$ cat src/rtl/lcd_sprite_blit.sv
// Sprite blitter: per command, programs the panel column/page window, then streams W x H
// pixels from an external ROM onto an 8080-style LCD bus. Define LCD_SPRITE_BLIT_MIRROR_EN for horizontal mirroring.
module lcd_sprite_blit #(
  parameter int ADDR_WIDTH = 17,
  parameter int DATA_WIDTH = 16,
  parameter int X_WIDTH    = 8,
  parameter int Y_WIDTH    = 9,
  parameter int X_MAX      = 239,
  parameter int Y_MAX      = 319
) (
  input  logic                  clk,
  input  logic                  rstn,
  // valid/ready: a command transfers on a rising edge where cmd_valid && cmd_ready are both high;
  // cmd_ready is high only while idle, and cmd_valid is ignored at all other times.
  input  logic                  cmd_valid,
  output logic                  cmd_ready,
  input  logic [X_WIDTH-1:0]    cmd_x,
  input  logic [Y_WIDTH-1:0]    cmd_y,
  input  logic [X_WIDTH-1:0]    cmd_w_m1,
  input  logic [Y_WIDTH-1:0]    cmd_h_m1,
  input  logic [ADDR_WIDTH-1:0] cmd_base,
  input  logic                  cmd_mirror,
  output logic [ADDR_WIDTH-1:0] rom_addr,
  input  logic [DATA_WIDTH-1:0] rom_data,
  output logic                  busy,
  output logic                  done,
  output logic                  err,
  output logic                  LCD_CS,
  output logic                  LCD_RS,
  output logic                  LCD_WR,
  output logic                  LCD_RD,
  output logic [DATA_WIDTH-1:0] LCD_DATA,
  output logic [2:0]            state_dbg
);

  typedef enum logic [2:0] {IDLE, CHECK, ADDR, PIX, FIN} state_t;

  localparam logic [X_WIDTH:0] XE_LIM = (X_WIDTH+1)'(X_MAX);
  localparam logic [Y_WIDTH:0] YE_LIM = (Y_WIDTH+1)'(Y_MAX);

  state_t                state, state_nxt;
  logic                  rdy_en;
  logic                  phase;
  logic [3:0]            widx, nidx;
  logic [X_WIDTH-1:0]    x_q, w_q, col, col_nxt, offset;
  logic [Y_WIDTH-1:0]    y_q, h_q, row;
  logic [ADDR_WIDTH-1:0] base_q, row_start, row_start_nxt, stride, first_addr;
  logic [X_WIDTH:0]      xe;
  logic [Y_WIDTH:0]      ye;
  logic [15:0]           xs16, xe16, ys16, ye16;
  logic [7:0]            addr_byte;
  logic                  bad, eol, last_pix, accept;

  assign accept    = cmd_valid && cmd_ready;
  assign cmd_ready = (state == IDLE) && rdy_en;
  assign state_dbg = state;
  assign LCD_RD    = 1'b1;
  assign LCD_CS    = !((state == ADDR) || (state == PIX));
  assign LCD_WR    = !(((state == ADDR) || (state == PIX)) && !phase);
  // Commands 0x2A/0x2B/0x2C sit at write slots 0, 5 and 10 and go out with RS low.
  assign LCD_RS    = !((state == ADDR) && ((widx == 4'd0) || (widx == 4'd5) || (widx == 4'd10)));

  assign xe   = {1'b0, x_q} + {1'b0, w_q};
  assign ye   = {1'b0, y_q} + {1'b0, h_q};
  assign bad  = (xe > XE_LIM) || (ye > YE_LIM);
  assign xs16 = 16'(x_q);
  assign xe16 = 16'(xe);
  assign ys16 = 16'(y_q);
  assign ye16 = 16'(ye);

  assign nidx = (state == ADDR) ? widx + 4'd1 : 4'd0;

  always_comb begin
    addr_byte = 8'h00;
    case (nidx)
      4'd0:    addr_byte = 8'h2A;
      4'd1:    addr_byte = xs16[15:8];
      4'd2:    addr_byte = xs16[7:0];
      4'd3:    addr_byte = xe16[15:8];
      4'd4:    addr_byte = xe16[7:0];
      4'd5:    addr_byte = 8'h2B;
      4'd6:    addr_byte = ys16[15:8];
      4'd7:    addr_byte = ys16[7:0];
      4'd8:    addr_byte = ye16[15:8];
      4'd9:    addr_byte = ye16[7:0];
      4'd10:   addr_byte = 8'h2C;
      default: addr_byte = 8'h00;
    endcase
  end

  // Pixel addressing: row-start accumulator plus column counter; wraps modulo 2^ADDR_WIDTH.
  assign stride        = ADDR_WIDTH'(w_q) + ADDR_WIDTH'(1);
  assign eol           = (col == w_q);
  assign last_pix      = eol && (row == h_q);
  assign col_nxt       = eol ? '0 : col + X_WIDTH'(1);
  assign row_start_nxt = eol ? row_start + stride : row_start;

`ifdef LCD_SPRITE_BLIT_MIRROR_EN
  logic mir_q;

  always_ff @(posedge clk or negedge rstn) begin
    if (!rstn)
      mir_q <= 1'b0;
    else if (state == IDLE && accept)
      mir_q <= cmd_mirror;
  end

  assign offset     = mir_q ? (w_q - col_nxt) : col_nxt;
  assign first_addr = mir_q ? base_q + ADDR_WIDTH'(w_q) : base_q;
`else
  logic unused_mirror;
  assign unused_mirror = cmd_mirror;
  assign offset        = col_nxt;
  assign first_addr    = base_q;
`endif

  always_ff @(posedge clk or negedge rstn) begin
    if (!rstn) begin
      state  <= IDLE;
      rdy_en <= 1'b0;
    end else begin
      state  <= state_nxt;
      rdy_en <= 1'b1;
    end
  end

  always_comb begin
    state_nxt = state;
    busy      = 1'b1;
    done      = 1'b0;
    err       = 1'b0;
    case (state)
      IDLE: begin
        busy = 1'b0;
        if (accept) state_nxt = CHECK;
      end
      CHECK: begin
        err       = bad;
        state_nxt = bad ? IDLE : ADDR;
      end
      ADDR:    if (phase && widx == 4'd10) state_nxt = PIX;
      PIX:     if (phase && last_pix) state_nxt = FIN;
      FIN: begin
        done      = 1'b1;
        state_nxt = IDLE;
      end
      default: state_nxt = IDLE;
    endcase
  end

  always_ff @(posedge clk or negedge rstn) begin
    if (!rstn) begin
      x_q       <= '0;
      y_q       <= '0;
      w_q       <= '0;
      h_q       <= '0;
      base_q    <= '0;
      phase     <= 1'b0;
      widx      <= '0;
      col       <= '0;
      row       <= '0;
      row_start <= '0;
      rom_addr  <= '0;
      LCD_DATA  <= '0;
    end else begin
      case (state)
        IDLE: begin
          phase <= 1'b0;
          widx  <= '0;
          if (accept) begin
            x_q    <= cmd_x;
            y_q    <= cmd_y;
            w_q    <= cmd_w_m1;
            h_q    <= cmd_h_m1;
            base_q <= cmd_base;
          end
        end
        CHECK: if (!bad) LCD_DATA <= DATA_WIDTH'(addr_byte);
        ADDR: begin
          phase <= ~phase;
          if (!phase) begin
            // First pixel address goes out during the second half of the 0x2C write.
            if (widx == 4'd10) begin
              rom_addr  <= first_addr;
              row_start <= base_q;
              col       <= '0;
              row       <= '0;
            end
          end else if (widx == 4'd10) begin
            LCD_DATA <= rom_data;
          end else begin
            LCD_DATA <= DATA_WIDTH'(addr_byte);
            widx     <= widx + 4'd1;
          end
        end
        PIX: begin
          phase <= ~phase;
          if (!phase) begin
            if (!last_pix) rom_addr <= row_start_nxt + ADDR_WIDTH'(offset);
          end else if (!last_pix) begin
            LCD_DATA  <= rom_data;
            col       <= col_nxt;
            row_start <= row_start_nxt;
            if (eol) row <= row + Y_WIDTH'(1);
          end
        end
        default: phase <= 1'b0;
      endcase
    end
  end

endmodule

$ cat config.mk
export PLATFORM = sky130hd
export DESIGN_NAME = lcd_sprite_blit
export DESIGN_NICKNAME = d
export VERILOG_FILES = /design/src/rtl/lcd_sprite_blit.sv
export SDC_FILE = /design/constraint.sdc
export NUM_CORES = 1
export LEC_CHECK = 0
export CORE_UTILIZATION = 42
export DETAILED_ROUTE_END_ITERATION = 10
export GPL_ROUTABILITY_DRIVEN = 1
export SETUP_SLACK_MARGIN = 0.15
export SYNTH_ARGS = -nofsm -noshare
export SYNTH_HDL_FRONTEND = slang
export SYNTH_SLANG_ARGS = --single-unit
$ cat constraint.sdc
create_clock -name clk -period 4.4 [get_ports clk]
set_input_delay 0.44 -clock clk [delete_from_list [all_inputs] [get_ports clk]]
set_output_delay 0.44 -clock clk [all_outputs]
set_load 0.1 [all_outputs]
Word level (Yosys, flattened, before mapping)
Index checks and enable logic that the tools add are counted.
{ "word_totals": {"regBits": 127, "out_inout_bits": 44, "word_cells": 124} }
{ "classes": {"add_sub_neg": 8, "n_lt_le_gt_ge": 2, "eq_ne": 29, "n_mux": 41, "bitwise": 1, "n_reduce_logical": 29} }
{ "ops": {"columns": ["operator", "n"], "rows": [
  ["$mux 17", 7],
  ["$mux 16", 5],
  ["$pmux 8 s10", 1],
  ["$pmux 17 s2", 2],
  ["$pmux 16 s3", 1],
  ["$mux 9", 5],
  ["$mux 8", 5],
  ["$eq 4x3->1 const B", 5],
  ["$ne 2x2->1 const B", 9],
  ["$pmux 9 s2", 1],
  ["$add 17x8->17", 1],
  ["$add 17x9->17", 1],
  ["$eq 4x4->1 const B", 4],
  ["$pmux 8 s2", 1],
  ["$reduce_and 5->1", 3],
  ["$mux 4", 3],
  ["$pmux 3 s4", 1],
  ["$add 9x9->10", 1],
  ["$gt 10x9->1 const B", 1],
  ["$add 8x1->9 const B", 1],
  ["$add 8x8->9", 1],
  ["$add 9x1->9 const B", 1],
  ["$eq 9x9->1", 1],
  ["$gt 9x8->1 const B", 1],
  ["other kinds (25)", 48]
]} }

Logic depth before layout (Yosys ltp)
Gate-level depths: netlist (run 1).
{ "depth": {"word_depth": 7, "mapped_depth": 18, "depth_no_buf": 18} }

Least setup slack after synthesis (run 1)
OpenSTA, ideal clock, no wires.
{ "synth_timing": {"path_type": "reg-to-output", "from": "register w_q[1]", "to": "output err", "arrival_time_ns": 4.203, "setup_slack_ns": -0.243, "path_stages_with_launch": 10, "n_path_buf": 0, "cell_sequence": "dfrtp_1 ha_1 a211oi_1 o21bai_1 a2111oi_0 nor3_1 xnor2_1 o31ai_1 nor3_1 nor3_1"} }
{ "synth_via": {"elab_chain_cells": 4} }
{ "synth_rtl": {"columns": ["element", "line", "rtl"], "rows": [
  ["start: declaration", "45", "logic [X_WIDTH-1:0] x_q, w_q, col, col_nxt, offset;"],
  ["start signal: assignment", "173", "w_q <= cmd_w_m1;"],
  ["$add 8x8->9", "63", "assign xe = {1'b0, x_q} + {1'b0, w_q};"],
  ["$gt 9x8->1", "65", "assign bad = (xe > XE_LIM) || (ye > YE_LIM);"],
  ["$logic_or 1x1->1", "65", null],
  ["$mux 1", "132", "case (state)"],
  ["end: declaration", "27", "output logic err,"]
]} }
Every way passes these cells.

Worst setup path after layout (run 1)
{ "layout_timing": {"from": "register w_q[0]", "to": "register rom_addr[15]"} }
{ "layout_via": {"elab_chain_cells": 7, "word_cells_on_any_way": 12, "cone_classes": "add/sub (3); eq/ne (2); mux (5); reduce/logical (2)"} }
{ "layout_rtl": {"columns": ["element", "line", "rtl"], "rows": [
  ["$add 8x1->9", "92", "assign stride = ADDR_WIDTH'(w_q) + ADDR_WIDTH'(1);"],
  ["$add 17x9->17", "96", "assign row_start_nxt = eol ? row_start + stride : row_start;"],
  ["$mux 17", "96", null],
  ["$add 17x8->17", "199", "if (!last_pix) rom_addr <= row_start_nxt + ADDR_WIDTH'(offset);"],
  ["$mux 17", "199", null],
  ["$mux 17", "198", "if (!phase) begin"],
  ["$pmux 17 s2", "166", "case (state)"],
  ["end signal: assignment", "184", "rom_addr <= first_addr;"],
  ["end signal: assignment", "199", null],
  ["end: declaration", "23", "output logic [ADDR_WIDTH-1:0] rom_addr,"]
]} }
Parallel ways exist; a longest one is shown, timed or not. The select of a mux whose other input is x is not followed.
A chain may end at the register's enable or synchronous reset.

==> impl_metrics.toml, run 1 <==
[logic_synthesis]
postSynth.asyncResetShare_pct = 100
synth_xor_xnor_area_share_pct = 5.67
synth_edf_count = 0
ys_seq_area_share_pct = 39.6
ys.flop_type = "dfrtp_1"
synth_mux_area_share_pct = 8.99
netlist_area_mm2 = 0.00803
yosys_warnings = 0
synth_top_family_by_area = "simple AND/OR/NAND/NOR gates"
synth_compound_area_share_pct = 17.8
synthAdderAreaFrac_pct = 7.07
ys_types = 62
synth_seq_cells = 127
synth_cells = 878
synth-simple-area-share_pct = 18.1
avgSynthCellArea_um2 = 9.15

[timing]
fin_tns_setup_ns = 0
hold_viol = 0
setup_viol = 0
fmax_ghz = 0.251
period_share_pct = 90.4
setup_slack_ns = 0.424
tightest_slew_ns = 1.02
finalClockSkew_ns = 0.00714
rsz0062_at_grt = "false"
relSlewSlack_pct = 31.6
drv_slew = 0
timing.final.crit_period_ns = 3.98

[cts]
clk_pin_slew_ns = 0.06
root_buffer = "clkbuf_16"
cts-buffers-inserted = 17
cts_setup_buffers = 0
cts_tree = "yes"
h-tree-depth = 4
clockBufferDepth = 2
insertion_delay_ns = 0.43
clock-sinks = 127

[route]
via_per_inst = 5.52
route.met2.wl_um = 8820
wl_met1_um = 10300
drc_errors = 0
top_layer_used = "met4"
ant_nets = 0
route.met3.wl_um = 901
routed_wl_um = 20300
routed-via-count = 6791
drtIter0Drc = 416
firstDrtPassIters = 5
wl_per_cell_um = 16.5

[setup_path]
r2r-start = "w_q[0]"
ff2ff_path_depth = 17
endpoint = "rom_addr[15]"
worst-path-max-fanout = 5
cp.required_ns = 4.77
cpMaxStageDelayCell = "or4_1"
arrival_ns = 4.35
cp_slowest_stage_delay_ns = 0.52
crit_path_start = "w_q[0]"
crit_chain = "inv_1, ha_1, fa_1, nor2b_1, o31a_1, o21a_1, nor2_1, xnor2_1, mux2_2, ha_1, or2_2, nand2_1, a21oi_1, o22ai_2, or2_2, or4_1, nand3_1"
start_kind = "flop"
rr_endpoint = "rom_addr[15]"
end_kind = "flop"
r2r_slack_ns = 0.42
crit_type = "reg -> reg"

[placed_design]
dp_slack_ns = 0.396
portBuffers = 112
gp_congestion = 0.886
post-dp-hpwl_um = 15000
placed_cell_area_mm2 = 0.00941

[cells_and_area]
nNetsFinal = 1098
final_area_mm2 = 0.0100
drive_above_1_share_pct = 11.5
syn2layout_area_growth_pct = 24.5
utilization_pct = 53.5
diodes = 0
fillers = 1773
regArea_mm2 = 0.00318
multiInputGateArea_mm2 = 0.00466

[hold_path]
hold_path_class = "in -> async"

[floorplanning]
core_mm2 = 0.0187
die_area_mm2 = 0.0197
initial_core_util_pct = 42.9
ios = 115
die_h_um = 140
die_w_um = 140
row_count = 50

[grt]
gr-total-overflow = 0
antenna_found_initial = 0
grt_pass1_wl_um = 33700
grtUsageTotal_pct = 21.8
grt_start_max_net_pins = 66
grt_pass1_vias = 6506

[power_and_ir_drop]
powerDensity_mw_per_mm2 = 852
p_leak_uw = 0.00428
ir_worst_vdd_uv = 404

[run]
maxCapViolCount = 0

[run_status]
outcome = "complete, no violations"
area by class of cell:
cell class / count / share of cell area [%]
clock inverter: 15 / 1.59
multi-input combinational: 695 / 46.6
timing repair buffer: 123 / 12.1
clock buffer: 17 / 4.25
sequential: 127 / 31.8
inverter: 20 / 0.763
tap: 234 / 2.93
cell usage after synthesis (all sizes together) (12+ instances only):
cell	count	share of area, %
a211oi	12	1.2
a21oi	44	2.7
and2	13	1.0
clkbuf	29	1.4
dfrtp	127	40
ha	39	6.1
inv	19	0.89
mux2	57	8.0
nand2	90	4.2
nand2b	15	1.2
nand3	28	1.7
nor2	84	4.0
nor3	25	1.7
o21ai	83	5.2
xnor2	22	2.4
xor2	30	3.3
worst min path at each step:
| stage | start | to | slack [ns] | cells past startpoint |
|---|---|---|---|---|
| final | rstn | base_q[14] | 0.11 | 1 |
| after global routing | rstn | base_q[14] | 0.18 | 1 |
| after CTS | rstn | base_q[14] | 0.14 | 1 |
| after detailed placement | rom_addr[1] | rom_addr[1] | 0.47 | 2 |
| after global placement | rom_addr[1] | rom_addr[1] | 0.47 | 2 |
| after floorplan | rstn | LCD_DATA[0] | 0.14 | 0 |
registers in the layout (all words and copies together) (netlist names), 8 cells and up:
| register | flops |
|---|---|
| row_start | 17 |
| LCD_DATA | 16 |
| col | 8 |
| rom_addr | 17 |
| y_q | 9 |
| w_q | 8 |
| row | 9 |
| h_q | 9 |
| base_q | 17 |
| x_q | 8 |
metrics by stage:
| stage | total power [µW] | hold slack (ns) | instances |
|---|---|---|---|
| finish | 8520 | 0.110 | 1231 |
| global route | 9150 | 0.185 | 1231 |
| CTS | 8560 | 0.139 | 1231 |
| detailed placement | 7120 | 0.471 | 1199 |
| global placement | 7060 | 0.469 | 1199 |
| floorplan | 5880 | 0.144 | 879 |
routing by layer:
metal	track usage [%]	vias to the layer above
li1	-	3377
met1	32.0	3233
met2	32.8	162
met3	4.14	19
met4	5.73	0
met5	0	-
critical path: cells and delay by family (launching register included):
kind                       cells  cell delay [ns]
buffers and inverters          1             0.07
and+or+nand+nor                7             1.34
AOI/OAI and AO/OA              4             0.72
xor gates and xnor gates       1             0.11
muxes                          1             0.28
adders and majority gates      3             0.97
DFF                            1             0.43
layout by cell type (no fill, tap or decap), types with 8 or more instances in the layout:
cell type,netlist,layout
clkdlybuf4s50_1,0,110
ha_1,39,39
inv_1,19,19
nand4_1,9,9
buf_4,1,12
and2_1,13,13
nand2b_1,15,15
nand3_1,28,28
o31ai_1,9,9
xnor2_1,22,22
a211oi_1,11,11
dfrtp_1,127,127
xor2_1,30,30
and3_1,8,8
nor2b_1,10,10
nor2_1,83,82
o22a_1,9,9
o21ai_0,82,82
clkbuf_16,0,17
a31oi_1,10,10
mux2i_1,8,8
a21o_1,10,10
nor3_1,24,23
a21oi_1,44,44
nand2_1,90,89
mux2_2,57,57
kinds of logic (layout without fill, tap and decap cells):
group | count (synthesis) | in the layout
flip-flops | 127 | 127
buffers and inverters | 57 | 175
adder cells (fa/ha/maj) | 43 | 43
AO/OA/AOI/OAI | 227 | 227
XOR/XNOR | 52 | 52
other | 1 | 2
multiplexers | 65 | 65
AND/OR/NAND/NOR | 306 | 306
report_power, final:
part           total (µW)  switching (µW)  internal, µW  leakage [µW]
combinational        4970            3180          1790       0.00241
sequential           2140             501          1640       0.00159
clock                1410             574           838      0.000280
what timing repair did:
item                                    in CTS  in global routing
hold buffers                                 0                  0
endpoints found under the setup margin       0                  2
gates resized for setup                      0                  1
No activity file was read; power rests on OpenSTA's default activity.
==> inputs of run 2 (changes only) <==
Settings changed: CORE_ASPECT_RATIO set to 0.6, SLEW_MARGIN set to 20.
==> run 2 against run 1 <==
- sequential cell count did not move
- hold slack improved by 0.038 ns
- worst setup slack got worse by 0.029 ns
- register-to-register slack barely moved
- clock power barely moved
- clock-buffer cell count rose by 3
- sequential power rose by 2%
- highest routed layer unchanged
==> impl_metrics.toml, run 2 (synthesis results as in run 1) <==
[run_status]
outcome = "complete, no violations"

[placed_design]
portBuffers = 112
placed_cell_area_mm2 = 0.00943
post-dp-hpwl_um = 16500
gp_congestion = 0.915
dp_slack_ns = 0.403

[setup_path]
cp.required_ns = 3.96
rr_endpoint = "rom_addr[15]"
start_kind = "flop"
worst-path-max-fanout = 4
ff2ff_path_depth = 17
end_kind = "output port"
crit_type = "reg -> out"
arrival_ns = 3.56
r2r-start = "w_q[0]"
r2r_slack_ns = 0.42

[cts]
root_buffer = "clkbuf_16"
cts-buffers-inserted = 17
clockBufferDepth = 2
h-tree-depth = 4
insertion_delay_ns = 0.43
cts_tree = "yes"
clk_pin_slew_ns = 0.05
clock-sinks = 127

[power_and_ir_drop]
p_leak_uw = 0.00428
powerDensity_mw_per_mm2 = 872
ir_worst_vdd_uv = 473

[floorplanning]
die_w_um = 181
die_area_mm2 = 0.0197
die_h_um = 109
initial_core_util_pct = 43.6
core_mm2 = 0.0184
row_count = 38
ios = 115

[grt]
grt_start_max_net_pins = 103
gr-total-overflow = 0
grt_pass1_vias = 6629
antenna_found_initial = 0
grt.busiest_layer = "met1"
grt_use_met1_pct = 41.6
grt_util_met3_pct = 4.51
grtUsageTotal_pct = 24.6
grtUsageMet2_pct = 30.3
grt_pass1_wl_um = 37200

[hold_path]
hold_path_class = "in -> async"

[timing]
relSlewSlack_pct = 29.9
tightest_slew_ns = 1.05
drv_slew = 0
holdWs_ns = 0.148
setup_viol = 0
setup_slack_ns = 0.395
fin_tns_setup_ns = 0
timing.final.crit_period_ns = 4.00
fmax_ghz = 0.250
rsz0062_at_grt = "true"
period_share_pct = 91.0
finalClockSkew_ns = 0.0119
hold_viol = 0

[cells_and_area]
layout_common_cells = "dfrtp_1, clkdlybuf4s50_1, nand2_1"
syn2layout_area_growth_pct = 24.8
largestRegisters = "base_q (17), rom_addr (17), row_start (17)"
drive_above_1_share_pct = 12.1
final_common_cell = "dfrtp_1"
fillers = 1700
diodes = 0
final_area_mm2 = 0.0100
nNetsFinal = 1102

[run]
maxCapViolCount = 0

[route]
wl_per_cell_um = 18.3
routed-via-count = 6988
routed_wl_um = 22700
drc_errors = 0
ant_nets = 0
via_per_inst = 5.63
firstDrtPassIters = 5
drtIter0Drc = 557
==> run 2: cell types whose count changed in the layout (fill, tap and decap cells not counted), sizes merged <==
cell           change
clkinv             -1
clkbuf             +3
clkdlybuf4s50      -1
clkinvlp           +2
bufinv             -1
inv                -3
buf                +5
==> run 2: worst max-delay path by stage <==
stage / from / cells after the start / slack, ns / to
floorplan: state_dbg[1] / 11 / 0.55 / rom_addr[16]
global placement: w_q[0] / 17 / 0.45 / rom_addr[15]
detailed placement: w_q[0] / 17 / 0.40 / rom_addr[16]
CTS: x_q[1] / 10 / 0.28 / err
global route: w_q[0] / 17 / 0.12 / rom_addr[15]
finish: x_q[1] / 10 / 0.40 / err
==> run 2: layer usage <==
layer | up-vias | share of wire [%]
met5 | - | 0
met3 | 14 | 5.6
li1 | 3390 | -
met4 | 0 | 0.65
met2 | 196 | 36
met1 | 3388 | 57
==> run 2: layout make-up <==
cell class,instances,area [µm²],area share [%]
Sequential cell,127,3180,31.7
Clock buffer,20,457,4.56
Clock inverter,12,113,1.12
Inverter,20,76.3,0.762
Multi-Input combinational cell,695,4660,46.5
Timing Repair Buffer,127,1230,12.3
Tap cell,240,300,3.00
==> run 2: metrics by stage <==
step	util, %	std cells	total power (µW)
2_1_floorplan	-	879	5880
3_3_place_gp	51.2	1208	7210
3_5_place_dp	51.2	1208	7260
4_1_cts	54.3	1240	8680
5_1_grt	54.5	1241	9350
6_report	54.5	1241	8740
==> run 2: power breakdown <==
part / switching (µW) / leakage (µW) / total [µW] / internal (µW)
combinational: 3370 / 0.00242 / 5190 / 1820
sequential: 543 / 0.00159 / 2180 / 1640
clock: 568 / 0.000265 / 1380 / 808
total: 4480 / 0.00428 / 8740 / 4260
==> run 2: critical path: stages (launching register included) <==
cell	delay, ns
dfrtp_1	0.43
ha_1	0.33
a211oi_1	0.31
o21bai_1	0.15
a2111oi_0	0.47
nor3_1	0.16
xnor2_1	0.18
o31ai_2	0.46
nor3_1	0.17
nor3_2	0.17
buf_4	0.31
==> run 2: timing repair <==
item,in CTS,in global routing
resized for setup,0,4
setup endpoints to repair,0,6
hold buffers,0,0
setup buffers,0,1
endpoints found under the hold margin,0,0
==> inputs of run 3 (changes only) <==
Settings changed: CAP_MARGIN set to 10, HOLD_SLACK_MARGIN set to 0.06.
==> results of run 3 <==
Final layout, timing and power as in run 2 (identical DEF).
